$ cat config.mk
export PLATFORM = sky130hd
export DESIGN_NAME = sram_access_ctrl
export DESIGN_NICKNAME = d
export VERILOG_FILES = /design/src/rtl/sram_access_ctrl.sv
export SDC_FILE = /design/constraint.sdc
export NUM_CORES = 1
export LEC_CHECK = 0
export ABC_AREA = 1
export BUFFER_PORTS_ARGS = -buffer_cell sky130_fd_sc_hd__buf_2
export CORE_MARGIN = 4
export CORE_UTILIZATION = 43
export DETAILED_ROUTE_END_ITERATION = 10
export PLACE_DENSITY = 0.74
export SLEW_MARGIN = 15
export SYNTH_ARGS = -nofsm -noshare
export SYNTH_HDL_FRONTEND = slang
export SYNTH_SLANG_ARGS = --single-unit
$ cat constraint.sdc
create_clock -name clk -period 1.3 [get_ports clk]
set_input_delay 0.26 -clock clk [delete_from_list [all_inputs] [get_ports clk]]
set_output_delay 0.26 -clock clk [all_outputs]
set_load 0.02 [all_outputs]
$ cat src/rtl/sram_access_ctrl.sv
// sram_access_ctrl: sequences one asynchronous SRAM read or write at a time with registered strobes
module sram_access_ctrl #(
    parameter int DW   = 16,
    parameter int AW   = 18,
    parameter int WAIT = 2
) (
    input  logic          clk,
    input  logic          reset_n,
    input  logic          req,
    input  logic          we,
    input  logic [AW-1:0] addr,
    input  logic [DW-1:0] wdata,
    output logic          ready,
    output logic          done,
    output logic          rvalid,
    output logic [DW-1:0] rdata,
    output logic [AW-1:0] sram_addr,
    output logic [DW-1:0] sram_dout,
    output logic          sram_doe,
    input  logic [DW-1:0] sram_din,
    output logic          sram_ce_n,
    output logic          sram_oe_n,
    output logic          sram_we_n
);
    typedef enum logic [2:0] {IDLE, SETUP, WR, HOLD, RD, TURN} state_t;
    state_t     state;
    logic [3:0] cnt;
    assign ready = state == IDLE;
    // Access sequencer: every strobe and bus enable is set on the transition into the state that needs it
    always_ff @(posedge clk or negedge reset_n) begin
        if (!reset_n) begin
            state     <= IDLE;
            cnt       <= '0;
            done      <= 1'b0;
            rvalid    <= 1'b0;
            rdata     <= '0;
            sram_addr <= '0;
            sram_dout <= '0;
            sram_doe  <= 1'b0;
            sram_ce_n <= 1'b1;
            sram_oe_n <= 1'b1;
            sram_we_n <= 1'b1;
        end else begin
            done   <= 1'b0;
            rvalid <= 1'b0;
            case (state)
                IDLE: if (req) begin
                    sram_addr <= addr;
                    sram_dout <= wdata;
                    sram_ce_n <= 1'b0;
                    if (we) begin
                        state    <= SETUP;
                        sram_doe <= 1'b1;
                    end else begin
                        state     <= RD;
                        sram_oe_n <= 1'b0;
                        cnt       <= 4'(WAIT);
                    end
                end
                SETUP: begin
                    state     <= WR;
                    sram_we_n <= 1'b0;
                    cnt       <= 4'(WAIT - 1);
                end
                WR: if (cnt == 4'd0) begin
                    state     <= HOLD;
                    sram_we_n <= 1'b1;
                    done      <= 1'b1;
                end else begin
                    cnt <= cnt - 4'd1;
                end
                HOLD: begin
                    state     <= IDLE;
                    sram_ce_n <= 1'b1;
                    sram_doe  <= 1'b0;
                end
                RD: if (cnt == 4'd0) begin
                    state     <= TURN;
                    sram_oe_n <= 1'b1;
                    sram_ce_n <= 1'b1;
                    rdata     <= sram_din;
                    rvalid    <= 1'b1;
                    done      <= 1'b1;
                end else begin
                    cnt <= cnt - 4'd1;
                end
                TURN: state <= IDLE;
                default: begin
                    state     <= IDLE;
                    sram_doe  <= 1'b0;
                    sram_ce_n <= 1'b1;
                    sram_oe_n <= 1'b1;
                    sram_we_n <= 1'b1;
                end
            endcase
        end
    end
endmodule

# Word-level counts from Yosys, hierarchy flattened
# Cells that the tools add are included.
dict set report word_totals {
  register_bits 63
  latchBits 0
  mem_bits_rw 0
  rom_bits 0
  input_bits 54
  output_inout_bits 57
  elab_cells 65
  memories 0
}
dict set report op_classes {
  addsub 1
  n_mul 0
  div_mod_pow 0
  n_lt_le_gt_ge 0
  eq_ne 11
  n_shift 0
  mux 22
  bitwise_logic 4
  n_reduce_logical 16
}
# operator n
set ops {}
lappend ops {{3-bit two-way mux} 4}
lappend ops {{4-bit two-way mux} 3}
lappend ops {{2-bit != test, second input constant} 6}
lappend ops {{3-bit one-hot mux with 4 select lines} 1}
lappend ops {{4-bit one-hot mux with 3 select lines} 1}
lappend ops {{4-bit OR reduction} 3}
lappend ops {{1-bit two-way mux} 9}
lappend ops {{1-bit one-hot mux with 3 select lines} 3}
lappend ops {{3-bit AND reduction} 3}
lappend ops {{4-bit AND reduction} 2}
lappend ops {{3-bit by 2-bit equality test with 1-bit output, second input constant} 2}
lappend ops {{3-bit equality test, second input constant} 2}
lappend ops {{2-bit AND reduction} 3}
lappend ops {{4-bit logical NOT} 1}
lappend ops {{1-bit NOT} 4}
lappend ops {{4-bit by 1-bit subtractor with 4-bit output, second input constant} 1}
lappend ops {{3-bit by 1-bit equality test with 1-bit output, second input constant} 1}
lappend ops {{3-bit logical NOT} 1}
lappend ops {{3-bit nonzero test} 1}
lappend ops {{3-bit OR reduction} 1}
lappend ops {{1-bit one-hot mux with 2 select lines} 1}
lappend ops {{2-bit OR reduction} 1}

# Longest topological paths before layout
# Gate-level depths: netlist of run 1.
dict set report logic_depth {
  depth_word 4
  mapped_depth 9
  ltp_nobuf 9
}

# Least setup slack after synthesis of run 1
# OpenSTA, ideal clock, no wires.
dict set report synth_path {
  path_kind {register -> register}
  from {register state[1]}
  to {register sram_addr[0]}
  setup_time_ns 0.117
  arrival_time_ns 1.277
  required_ns 1.183
  path_slack_ns -0.094
  path_stages_with_launch 10
  n_path_buf 1
  period_less_slack_ns 1.394
  cell_sequence {dfrtp_1 -> inv_2 -> nand2_2 -> nor2_4 -> inv_2 -> nor2_8 -> inv_4 -> buf_6 -> nand2_1 -> nand2_1}
}
dict set report synth_via {
  elab_chain_len 2
}
# element line_no
set synth_lines {}
lappend synth_lines {{from (decl)} 26} ;# state_t state;
lappend synth_lines {{from (signal assigned)} 32} ;# state <= IDLE;
lappend synth_lines {{from (signal assigned)} 52} ;# state <= SETUP;
lappend synth_lines {{from (signal assigned)} 55} ;# state <= RD;
lappend synth_lines {{3-bit logical NOT} -}
lappend synth_lines {{net ready} 13} ;# output logic ready,
lappend synth_lines {{2-bit AND reduction (no line)} -}
lappend synth_lines {{to (signal assigned)} 48} ;# sram_addr <= addr;
lappend synth_lines {{to (decl)} 17} ;# output logic [AW-1:0] sram_addr,
# The timed path passes the listed nets, and every way through them passes these cells.
# A chain may end at the register's enable or synchronous reset.

# Worst setup path after layout of run 1
dict set report layout_path {
  from {register state[0]}
  to {output port ready}
}
dict set report layout_via {
  elab_chain_len 1
}
# element line_no
set layout_lines {}
lappend layout_lines {{3-bit logical NOT} 28} ;# assign ready = state == IDLE;
lappend layout_lines {{to (decl)} 13}
# No other way between the ends.

==> results.yml, run 1 <==
routing:
  routed_wl_um: 6570
  detailroute.via_count: 2416
  drt.antenna.violating_nets: 0
  dr.pass1.iters: 4
  vias_per_cell: 4.61
  first_iter_violations: 71
  drc_errors: 0
  wire_per_inst_um: 12.5
worst_setup_path:
  path_class: "reg2out"
  crit_slowest_cell: "dfrtp_1"
  critPathMaxStageDelay_ns: 0.40
  critPathBufInv: 2
  critPathLaunchType: "register"
  crit_chain: "inv_2 -> nand2_4 -> nor2_4 -> buf_6"
  worstPathRequired_ns: 1.04
  critical-path-top-delay-family: "flip-flops"
  end_kind: "output pin"
  worstPathArrival_ns: 1.09
  path_max_fanout: 3
min_path:
  hold_class: "in2reg"
global_route:
  overflow: 0
  antenna_found_initial: 0
  grt_first_pass_wirelength_um: 10100
  track_usage_pct: 17.1
  grt_max_degree: 64
  grt_pass1_vias: 2239
floorplanning:
  floorplan.die_area_um2: 7450
  io_pins: 111
  start_util_pct: 44.5
  die_w_um: 86.3
  coreArea_um2: 5920
  die_y_um: 86.3
  rows: 28
timing:
  fmax_mhz: 740
  rsz0062_at_grt: "yes"
  finalCritPeriodShare_pct: 104
  hold_ws_ns: 0.124
  finalWorstSetupSlack_ns: -0.0519
  setup_viol: 17
  relSlewSlack_pct: 77.3
  skew_ns: 0.00938
  drv_slew: 0
  hold_viol_final: 0
  period_needed_ns: 1.35
  worstMarginPinSlew_ns: 0.341
power:
  vdd_ir_drop_max_v: 0.00128
  power.density_nw_per_um2: 2770
  leakage_nw: 2.20
  power_mw: 10.4
logic_synthesis:
  syn_area_um2: 2640
  netlist.area_leader.share_pct: 56.9
  ys_ff_latch: 63
  synth.area.top_cells: "dfrtp_1, nand2_1, dfstp_2, o21ai_0, inv_1"
  synth_cell_type_count: 20
  synthCells: 311
  yosys.area.top_type: "dfrtp_1"
  synth_nets: 367
  ys.warnings.count: 0
  ys_seq_area_share_pct: 59.9
  syn_area_per_cell_um2: 8.48
final_layout:
  finalNetCount: 501
  syn2layout_area_growth_pct: 42.6
  drive_above_1_share_pct: 40.3
  n_fill_cell: 502
  stdcell_area_um2: 3760
  final_common_cell: "nand2_1"
  diodes: 0
  final_cell_mix: "nand2_1, buf_2, dfrtp_1"
placed_design:
  hpwl_um: 4360
  place_ws_ns: -0.0744
  place_area_um2: 3330
  port_buffers: 110
  gp_congestion: 0.880
flow_run:
  maxCapViolations: 0
cts:
  cts_inserted_buffers: 9
  cts_root_buffer: "clkbuf_8"
  cts_sinks: 63
  clk_latency_ns: 0.32
  cts_tree: "done"
  cts_buffer_depth: 2
  h-tree-depth: 3
  cts.clk_slew.worst_paths_ns: 0.07
outcome:
  status: "complete, but fails checks"
  violations: "setup timing"
-- area by class of cell --
type                            instances  area, µm²  share of cell area [%]
Clock buffer                           11        151                    4.03
Clock inverter                          4       45.0                    1.20
Inverter                               18       80.1                    2.13
Multi-Input combinational cell        222       1030                    27.3
Sequential cell                        63       1580                    42.0
Tap cell                               75       93.8                    2.50
Timing Repair Buffer                  131        783                    20.8
-- tightest hold or removal path, cell delays in order --
cell     delay, ns
buf_2         0.07
nand2_1       0.04
nand2_1       0.04
-- repair_timing --
| item | CTS | global route |
|---|---|---|
| hold buffers | 1 | 0 |
| buffers inserted | 6 | 1 |
| pin swaps | 2 | 6 |
| hold endpoints to repair | 60 | 0 |
| setup endpoints to repair | 55 | 62 |
| cloned | 0 | 2 |
| gates resized for setup | 10 | 37 |
-- per-layer routing --
metal,up-vias,track usage [%],part of all wire [%]
met1,1090,23.1,43
met2,107,26.6,47
met3,5,4.18,10
li1,1214,-,-
met5,-,0,0
met4,0,6.37,0.46
-- path summary, 6_finish.rpt --
kind | startpoint | endpoint | cells past startpoint | slack [ns]
worst min-delay path | sram_din[11] | rdata[11]$_DFFE_PN0P_ | 3 | 0.12
worst max register to register | state[1]$_DFFE_PN0P_ | rdata[9]$_DFFE_PN0P_ | 8 | -0.03
max in group asynchronous | reset_n | sram_we_n$_DFFE_PN1P_ | 3 | 0.49
worst min register to register | sram_addr[17]$_DFFE_PN0P_ | sram_addr[17]$_DFFE_PN0P_ | 2 | 0.47
min in group asynchronous | reset_n | sram_dout[7]$_DFFE_PN0P_ | 3 | 0.47
worst max-delay path | state[0]$_DFFE_PN0P_ | ready | 4 | -0.05
-- cell usage after synthesis --
| cell type | number |
|---|---|
| o21ai_0 | 12 |
| xnor2_1 | 1 |
| buf_2 | 1 |
| nand2_1 | 183 |
| buf_4 | 4 |
| o21a_1 | 1 |
| nand4_1 | 1 |
| buf_6 | 3 |
| inv_4 | 1 |
| inv_1 | 12 |
| dfstp_2 | 3 |
| nand3_1 | 6 |
| ha_1 | 2 |
| inv_2 | 5 |
| a21oi_1 | 4 |
| nand2_2 | 2 |
| nor2_4 | 1 |
| dfrtp_1 | 60 |
| nor2_1 | 8 |
| nor2_8 | 1 |
-- metrics by stage --
| stage | cells | setup TNS [ns] | utilization [%] |
|---|---|---|---|
| floorplan | 311 | -2.82 | - |
| global placement | 499 | -0.576 | 56.2 |
| detailed placement | 499 | -1.83 | 56.2 |
| CTS | 521 | -0.106 | 60.9 |
| global route | 524 | -4.31 | 63.5 |
| finish | 524 | -0.357 | 63.5 |
-- state kept, by name (all words and copies together) (netlist names) --
name and flops:
sram_addr 18, rdata 16, sram_dout 16, cnt 4, state 3, done 1, rvalid 1, sram_ce_n 1
sram_doe 1, sram_oe_n 1, sram_we_n 1
-- power breakdown --
part | total, mW | internal, mW | switching (mW)
Combinational | 5.33 | 1.98 | 3.35
Clock | 1.66 | 0.969 | 0.692
Sequential | 3.43 | 2.94 | 0.494
-- cells by family (layout without fill, tap and decap cells) --
kind of cell    count (synthesis)  count (layout)  share of synthesized area, %
compound gates                 17              17                          3.32
xor+xnor                        1               1                         0.332
fa+ha+maj                       2               2                         0.949
buf+inv                        26             164                          5.27
flops                          63              63                          59.9
simple gates                  202             202                          30.2
Power figures use the tool's default switching activity.
==> run 2, diff against run 1 <==
- CORE_ASPECT_RATIO: unset -> 0.6
==> results.yml, run 2 (same netlist as run 1, synthesis figures left out) <==
floorplanning:
  floorplan.die_area_um2: 7490
  start_util_pct: 45.8
  coreArea_um2: 5750
  io_pins: 111
  die_y_um: 68.7
  rows: 21
  die_w_um: 109
routing:
  wire_per_inst_um: 13.1
  vias_per_cell: 4.70
  first_iter_violations: 188
  top_layer_used: "met4"
  dr.pass1.iters: 4
  drt.antenna.violating_nets: 0
  drc_errors: 0
  wl_met2_um: 3090
  met3RoutedLength_um: 773
  routed_wl_um: 7030
  wl_met1_um: 3070
  detailroute.via_count: 2522
worst_setup_path:
  critPathLaunchType: "register"
  rr_endpoint: "sram_dout[0]$_DFFE_PN0P_"
  end_kind: "register"
  critPathMaxStageDelay_ns: 0.42
  path_class: "reg2reg"
  path_max_fanout: 6
  critPathBufInv: 6
  r2r_setup_slack_ns: -0.16
  crit_chain: "inv_2 -> nand2_4 -> nor2_4 -> buf_4 -> inv_4 -> nor2_8 -> buf_12 -> buf_12 -> buf_16 -> nand2_1 -> nand2_1"
  crit_slowest_cell: "dfrtp_2"
  rr_worst_depth: 11
  worstSetupPathDepth: 11
  r2r_start: "state[1]$_DFFE_PN0P_"
  cp-startpoint: "state[1]$_DFFE_PN0P_"
  crit_end: "sram_dout[0]$_DFFE_PN0P_"
  worstPathRequired_ns: 1.58
  critical-path-top-delay-family: "buffers and inverters"
  worstPathArrival_ns: 1.74
power:
  vdd_ir_drop_max_v: 0.00158
  leakage_nw: 2.31
  power.density_nw_per_um2: 2860
  power_mw: 11.4
final_layout:
  final_cell_mix: "nand2_1, buf_2, dfrtp_1"
  largest_reg_flops: 18
  largest_register: "sram_addr"
  final_common_cell: "nand2_1"
  syn2layout_area_growth_pct: 51.1
  drive_above_1_share_pct: 41.1
  finalNetCount: 508
  diodes: 0
  reg.largest.list: "sram_addr (18), rdata (16), sram_dout (16)"
placed_design:
  hpwl_um: 4590
  port_buffers: 110
  place_ws_ns: -0.113
  gp_congestion: 0.898
timing:
  drv_slew: 0
  hold_viol_final: 0
  rsz0062_at_grt: "yes"
  finalCritPeriodShare_pct: 112
  setup_viol: 50
  worstMarginPinSlew_ns: 0.322
  finalWorstSetupSlack_ns: -0.161
  fmax_mhz: 685
  relSlewSlack_pct: 78.3
  period_needed_ns: 1.46
  skew_ns: 0.00614
global_route:
  overflow: 0
  grt_pass1_vias: 2370
  grt_max_degree: 64
  track_usage_pct: 19.3
  grt_first_pass_wirelength_um: 11000
  antenna_found_initial: 0
cts:
  cts_sinks: 63
  clk_latency_ns: 0.34
  h-tree-depth: 3
  cts_root_buffer: "clkbuf_8"
  cts_tree: "done"
  cts_inserted_buffers: 9
  cts.clk_slew.worst_paths_ns: 0.07
  cts_buffer_depth: 2
outcome:
  violations: "setup timing"
  status: "complete, but fails checks"
flow_run:
  maxCapViolations: 0
min_path:
  hold_class: "in2reg"
  hold_depth: 3
## run 2: area by class of cell
cell class,instances,area [µm²]
fill,458,1770
sequential,63,1580
multi-input combinational,222,1020
timing repair buffer,138,938
clock buffer,11,151
clock inverter,5,104
tap,80,100
inverter,18,93.8
## run 2: per-stage QoR
stage / std cells / hold slack, ns / utilization [%] / setup TNS [ns] / cell area, µm²
final: 537 / 0.110 / 69.3 / -3.80 / 3990
after global routing: 537 / 0.106 / 69.3 / -7.15 / 3990
after CTS: 536 / 0.0969 / 68.3 / -3.56 / 3930
after detailed placement: 504 / 0.301 / 57.9 / -2.09 / 3330
after global placement: 504 / 0.297 / 57.9 / -0.248 / 3330
after floorplan: 311 / -0.0356 / - / -2.82 / 2640
## run 2: where the power goes
group          switching [mW]  leakage (nW)  internal [mW]  total [mW]
Combinational            3.44          1.40           2.33        5.77
Clock                   0.762         0.130           1.38        2.14
Sequential              0.554         0.773           2.94        3.50
## run 2: what timing repair did
action	4_1_cts	5_1_grt
setup endpoints to repair	58	63
hold buffers	1	0
pin swaps	10	2
hold endpoints to repair	60	0
gates cloned	3	0
gates resized for setup	42	15
setup buffers	12	1
## run 2: layer usage
metal	vias to the layer above	GRT usage (%)
met4	0	5.83
li1	1225	-
met2	117	31.4
met3	12	7.53
met5	-	0
met1	1168	24.2
## run 2: worst register-to-register path, cell delays in order, from the launching register on
cell and delay, ns:
dfrtp_2 0.42, inv_2 0.09, nand2_4 0.06, nor2_4 0.09, buf_4 0.13, inv_4 0.04, nor2_8 0.09, buf_12 0.16
buf_12 0.11, buf_16 0.10, nand2_1 0.06, nand2_1 0.06
## run 2: worst min path at each step
stage	startpoint	end
2_1_floorplan	reset_n	cnt[0]$_DFFE_PN0P_
3_3_place_gp	reset_n	sram_dout[4]$_DFFE_PN0P_
3_5_place_dp	reset_n	sram_dout[4]$_DFFE_PN0P_
4_1_cts	sram_din[7]	rdata[7]$_DFFE_PN0P_
5_1_grt	addr[16]	sram_addr[16]$_DFFE_PN0P_
6_report	sram_din[7]	rdata[7]$_DFFE_PN0P_
